--- src/rtl/mac_pkg.sv ---
// mac_pkg: shared FSM states, beat-mode encodings and default result timeout for mac_drv
package mac_pkg;
  typedef enum logic [1:0] {IDLE, WGT, DAT, RES} state_t;
  localparam logic MODE_WGT = 1'b1;
  localparam logic MODE_DAT = 1'b0;
  localparam int TO_CYC_DEF = 64;
endpackage

--- src/rtl/mac_drv_fsm.sv ---
// mac_drv_fsm: frame sequencer with beat/result counter; RES timeout built only with MAC_DRV_TIMEOUT_EN
module mac_drv_fsm import mac_pkg::*; #(
  parameter int N = 2,
  parameter int TO_CYC = TO_CYC_DEF,
  localparam int NN = N * N,
  localparam int CW = $clog2(NN + 1)
) (
  input  logic          clk,
  input  logic          rst,
  input  logic          i_start,
  input  logic          i_wgt_en,
  input  logic          i_result_v,
  output state_t        o_state,
  output logic [CW-1:0] o_cnt,
  output logic          o_busy,
  output logic          o_done,
  output logic          o_err,
  output logic          o_res_we
);
  state_t r_state, w_state;
  logic [CW-1:0] r_cnt, w_cnt;
  logic r_done, w_done;
  logic w_fin, w_to;
  assign w_fin = r_state == RES && i_result_v && r_cnt == CW'(N - 1);
`ifdef MAC_DRV_TIMEOUT_EN
  localparam int TW = $clog2(TO_CYC + 1);
  logic [TW-1:0] r_to;
  logic r_err;
  assign w_to = r_state == RES && !w_fin && r_to == TW'(TO_CYC - 1);
  // cycles spent in RES; err stays set until the next accepted start
  always_ff @(posedge clk or posedge rst)
    if (rst) begin
      r_to  <= '0;
      r_err <= 1'b0;
    end else begin
      r_to  <= r_state == RES ? r_to + 1'b1 : '0;
      r_err <= (r_state == IDLE && i_start) ? 1'b0 : r_err | w_to;
    end
  assign o_err = r_err;
`else
  assign w_to  = 1'b0;
  assign o_err = 1'b0;
`endif
  // next state, counter and completion pulse; every exit leaves the counter at 0
  always_comb begin
    w_state = r_state;
    w_cnt   = r_cnt;
    w_done  = 1'b0;
    case (r_state)
      IDLE: w_state = i_start ? (i_wgt_en ? WGT : DAT) : IDLE;
      WGT: begin
        w_cnt   = r_cnt == CW'(NN - 1) ? '0 : r_cnt + 1'b1;
        w_state = r_cnt == CW'(NN - 1) ? DAT : WGT;
      end
      DAT: begin
        w_cnt   = r_cnt == CW'(N - 1) ? '0 : r_cnt + 1'b1;
        w_state = r_cnt == CW'(N - 1) ? RES : DAT;
      end
      RES: begin
        w_cnt   = (w_fin || w_to) ? '0 : r_cnt + CW'(i_result_v);
        w_state = (w_fin || w_to) ? IDLE : RES;
        w_done  = w_fin;
      end
      default: w_state = IDLE;
    endcase
  end
  // state, counter and registered done pulse
  always_ff @(posedge clk or posedge rst)
    if (rst) begin
      r_state <= IDLE;
      r_cnt   <= '0;
      r_done  <= 1'b0;
    end else begin
      r_state <= w_state;
      r_cnt   <= w_cnt;
      r_done  <= w_done;
    end
  assign o_state  = r_state;
  assign o_cnt    = r_cnt;
  assign o_busy   = r_state != IDLE;
  assign o_done   = r_done;
  assign o_res_we = r_state == RES && i_result_v;
endmodule

--- src/rtl/mac_drv.sv ---
// mac_drv: stages weights/data, streams them to a MAC array and captures results; MAC_DRV_TIMEOUT_EN adds a RES timeout
module mac_drv import mac_pkg::*; #(
  parameter int W = 8,
  parameter int N = 2,
  parameter int TO_CYC = TO_CYC_DEF,
  localparam int NN = N * N,
  localparam int AW = $clog2(NN + N),
  localparam int RW = $clog2(N),
  localparam int CW = $clog2(NN + 1)
) (
  input  logic          clk,
  input  logic          rst,
  input  logic          cfg_wr_i,
  input  logic [AW-1:0] cfg_addr_i,
  input  logic [W-1:0]  cfg_data_i,
  input  logic          start_i,
  input  logic          wgt_en_i,
  output logic          busy_o,
  output logic          done_o,
  output logic          err_o,
  output logic          data_v_o,
  output logic          data_mode_o,
  output logic          data_rst_addr_o,
  output logic [W-1:0]  data_o,
  input  logic          result_v_i,
  input  logic [W-1:0]  result_i,
  input  logic [RW-1:0] rd_addr_i,
  output logic [W-1:0]  rd_data_o
);
  logic [W-1:0] r_wgt [NN];
  logic [W-1:0] r_dat [N];
  logic [W-1:0] r_res [N];
  state_t w_state;
  logic [CW-1:0] w_cnt;
  logic w_busy, w_res_we, w_beat;
  logic [W-1:0] w_wgt, w_dat;
  mac_drv_fsm #(.N(N), .TO_CYC(TO_CYC)) u_fsm (
    .clk        (clk),
    .rst        (rst),
    .i_start    (start_i),
    .i_wgt_en   (wgt_en_i),
    .i_result_v (result_v_i),
    .o_state    (w_state),
    .o_cnt      (w_cnt),
    .o_busy     (w_busy),
    .o_done     (done_o),
    .o_err      (err_o),
    .o_res_we   (w_res_we)
  );
  assign busy_o = w_busy;
  // staging registers survive reset so a new run can reuse the previous setup
  always_ff @(posedge clk) begin
    for (int k = 0; k < NN; k++)
      if (cfg_wr_i && !w_busy && cfg_addr_i == AW'(k)) r_wgt[k] <= cfg_data_i;
    for (int k = 0; k < N; k++)
      if (cfg_wr_i && !w_busy && cfg_addr_i == AW'(NN + k)) r_dat[k] <= cfg_data_i;
  end
  // result capture indexed by the running result count
  always_ff @(posedge clk or posedge rst)
    if (rst) for (int k = 0; k < N; k++) r_res[k] <= '0;
    else for (int k = 0; k < N; k++) if (w_res_we && w_cnt == CW'(k)) r_res[k] <= result_i;
  // staged word for the current beat
  always_comb begin
    w_wgt = '0;
    w_dat = '0;
    for (int k = 0; k < NN; k++) if (w_cnt == CW'(k)) w_wgt = r_wgt[k];
    for (int k = 0; k < N; k++) if (w_cnt == CW'(k)) w_dat = r_dat[k];
  end
  // readback mux, zero for unmapped addresses
  always_comb begin
    rd_data_o = '0;
    for (int k = 0; k < N; k++) if (rd_addr_i == RW'(k)) rd_data_o = r_res[k];
  end
  assign w_beat          = w_state == WGT || w_state == DAT;
  assign data_v_o        = w_beat;
  assign data_mode_o     = w_state == WGT ? MODE_WGT : MODE_DAT;
  assign data_rst_addr_o = w_beat && w_cnt == '0;
  assign data_o          = w_state == WGT ? w_wgt : w_state == DAT ? w_dat : '0;
endmodule

--- config.mk ---
export PLATFORM = sky130hd
export DESIGN_NAME = mac_drv
export DESIGN_NICKNAME = d
export VERILOG_FILES = /design/src/rtl/mac_pkg.sv /design/src/rtl/mac_drv_fsm.sv /design/src/rtl/mac_drv.sv
export SDC_FILE = /design/constraint.sdc
export NUM_CORES = 1
export LEC_CHECK = 0
export CAP_MARGIN = 25
export CORE_MARGIN = 2
export CORE_UTILIZATION = 54
export CTS_CLUSTER_DIAMETER = 100
export DETAILED_ROUTE_END_ITERATION = 8
export HOLD_SLACK_MARGIN = 0.15
export PLACE_DENSITY = 0.81
export SETUP_SLACK_MARGIN = 0.5
export SLEW_MARGIN = 40
export SYNTH_ARGS = -nofsm -noshare
export SYNTH_HDL_FRONTEND = slang
export SYNTH_SLANG_ARGS = --single-unit
--- constraint.sdc ---
create_clock -name clk -period 2.7 [get_ports clk]
set_clock_uncertainty 0.1 [all_clocks]
set_input_delay 0.54 -clock clk [delete_from_list [all_inputs] [get_ports clk]]
set_output_delay 0.54 -clock clk [all_outputs]
set_load 0.005 [all_outputs]
==> results.cfg <==
[finish]
layout-drive-gt1-share = 0.4448
area_growth_syn_to_layout_pct = 44.91
n_antenna_cell = 0
nets = 360

[critical_path]
cp-end-kind = output port
crit_required_ns = 2.06
critPathLaunchType = flop
cp.arrival_ns = 2.18
cp_max_fo = 4
critPathKind = reg2out

[logic_synthesis]
yosysTopAreaCell = edfxtp_1
synthTopCellsByArea = edfxtp_1 45%, dfrtp_1 17%, mux2_2 5.7%
syn_area_sq_um = 3184
synth_enable_flop_cells = 48
synth_cell_types = 40
yosysWarnings = 0
synthTopCellsByCount = 48 x edfxtp_1, 22 x dfrtp_1, 16 x mux2_2
syn_area_per_cell_sq_um = 14.74
synth_flop_cell = edfxtp_1
synth_top_area_frac = 0.4527
post-synth-top-count-cell = edfxtp_1
synth_fp_nets = 255
yosysSeqAreaShare = 0.6255
async_flop_share = 0.3143
synth_cells = 216
ys_ff_latch = 70

[timing]
finalHoldViolCount = 0
worstMarginPinSlew_ns = 0.5125
max_freq_mhz = 354.8
setup_viol = 8
timing.slew.headroom = 0.6584
period_minus_slack_ns = 2.818
setup_tns_ns = -0.5918
drv_slew = 0
finalCritPeriodShare = 1.044
setup_ws_ns = -0.1184
rsz0062_at_grt = true

[run_status]
status = finished with violations
violations = setup timing

[cts]
cts_tree = done
cts-root-buf = clkbuf_8
clk_latency_ns = 0.35
h-tree-depth = 3
hold_buffers = 0
path_clk_slew_ns = 0.07
clk_path_buf_depth = 2
clock_sinks = 70
cts_made_buffers = 9

[pwr]
finalPower_mw = 4.811
cellPowerDensity_nw_per_um2 = 1043
ir_drop_mv = 0.7630
static-leakage-power_nw = 1.871

[global_routing]
grt_max_degree = 23
grt_pass1_wl_mm = 12.86
gr-total-overflow = 0
grt_pass1_vias = 2485
grt_usage = 0.2774
antenna_found_initial = 0

[die]
die_x_um = 80.79
die_height_um = 80.79
die_area_sq_um = 6527
ios = 48
start_util = 0.5678
core_sq_um = 5608
rows = 27

[hold_path]
hold_path.class = reg2reg

[route]
routedWlPerCell_um = 21.44
drtIter0Drc = 139
vias_per_cell = 5.927
routed_wl_mm = 8.532
ant_nets = 0
first_pass_iters = 4
route.detailed.drc = 0
num_vias = 2359

[run]
max_cap_viol_count = 0

[placement]
dpl.hpwl_mm = 4.794
routabilityCongestion = 0.8352
port_buffers = 46
==> power breakdown <==
| group | switching, mW | internal [mW] | total [mW] |
|---|---|---|---|
| registers | 0.103 | 1.32 | 1.42 |
| clock network | 0.377 | 0.425 | 0.801 |
| logic | 1.20 | 1.39 | 2.59 |
==> layout by cell type (no fill, tap or decap), types with 3 or more instances in the layout <==
master	synthesis	layout
a221oi_4	0	5
buf_4	2	39
buf_6	2	15
nand2_1	6	6
inv_1	12	7
a22oi_1	8	5
buf_12	1	4
nor2_1	6	6
inv_2	0	5
o32ai_2	0	6
buf_2	6	7
mux2_2	16	16
ha_1	13	6
a22oi_2	0	3
ha_4	0	6
mux2_1	8	8
dfrtp_1	22	21
nor2b_1	10	8
a31o_2	6	6
edfxtp_1	48	48
clkbuf_1	1	3
clkbuf_8	0	9
a221oi_2	2	3
nand3_1	4	3
a211oi_1	3	3
clkdlybuf4s50_1	0	25
dlygate4sd2_1	0	11
==> cell type report <==
type	instances	area, sq um
fill	296	993.5
multi-input combinational	122	1330
clock buffer	12	135.1
timing repair buffer	106	973.4
clock inverter	4	47.55
inverter	12	45.04
tap	72	90.09
sequential	70	1993
==> repair_timing <==
action                                  CTS  global route
gates resized for setup                 104            12
pin swaps                                20             7
gates cloned                              1             0
setup buffers                            25             3
endpoints found under the setup margin   20            12
==> sequential cells by signal, summed over array words and instances, names as in the netlist <==
register / cells
r_dat: 16
r_res: 16
r_wgt: 32
u_fsm.o_cnt: 3
u_fsm.o_done: 1
u_fsm.o_state: 2
==> path summary, 6_finish.rpt <==
| path | slack, ns | startpoint | to | depth (start not counted) |
|---|---|---|---|---|
| max in group asynchronous | 1.84 | rst | u_fsm.o_cnt[0]$_DFFE_PP0P_ | 3 |
| worst min register to register | 0.39 | r_res[2]$_DFFE_PP0P_ | r_res[2]$_DFFE_PP0P_ | 1 |
| worst min-delay path | 0.39 | r_res[2]$_DFFE_PP0P_ | r_res[2]$_DFFE_PP0P_ | 1 |
| worst max-delay path | -0.12 | u_fsm.o_cnt[0]$_DFFE_PP0P_ | data_o[2] | 10 |
| worst max register to register | 0.63 | u_fsm.o_state[1]$_DFF_PP0_ | r_dat[0][10]$_DFFE_PP_ | 7 |
| min in group asynchronous | 0.41 | rst | u_fsm.o_state[0]$_DFF_PP0_ | 3 |
==> critical path, cell delays in order, from the launching register on <==
cell and delay (ns):
dfrtp_2 0.45, buf_12 0.14, ha_4 0.17, ha_4 0.16
inv_2 0.06, nand3_2 0.08, buf_6 0.15, buf_6 0.12
o32ai_4 0.26, a31o_2 0.14, buf_2 0.10
==> cell families after synthesis <==
| family | share of synthesized area |
|---|---|
| muxes | 0.08802 |
| and+or+nand+nor | 0.06994 |
| AOI/OAI and AO/OA | 0.1214 |
| buffers and inverters | 0.04283 |
| other | 0.001178 |
| adders and majority gates | 0.05108 |
| DFF | 0.6255 |
==> stage by stage <==
step	util	hold slack (ns)	cells	setup slack [ns]	area (sq um)
global placement	0.6943	0.3679	353	0.0002813	3894
finish	0.8228	0.3930	398	-0.1184	4614
global route	0.8228	0.4178	398	-0.1858	4614
floorplan	-	0.3585	216	0.5006	3189
CTS	0.8077	0.3966	395	-0.05743	4529
detailed placement	0.6943	0.3806	353	-0.07263	3894
==> metal layers <==
layer / GRT usage / up-vias / wire, um
li1: - / 1055 / -
met1: 0.3381 / 1186 / 3364
met2: 0.4642 / 92 / 4479
met3: 0.05333 / 26 / 404
met4: 0.1593 / 0 / 283
met5: 0 / - / 0
No activity file was read; power rests on OpenSTA's default activity.
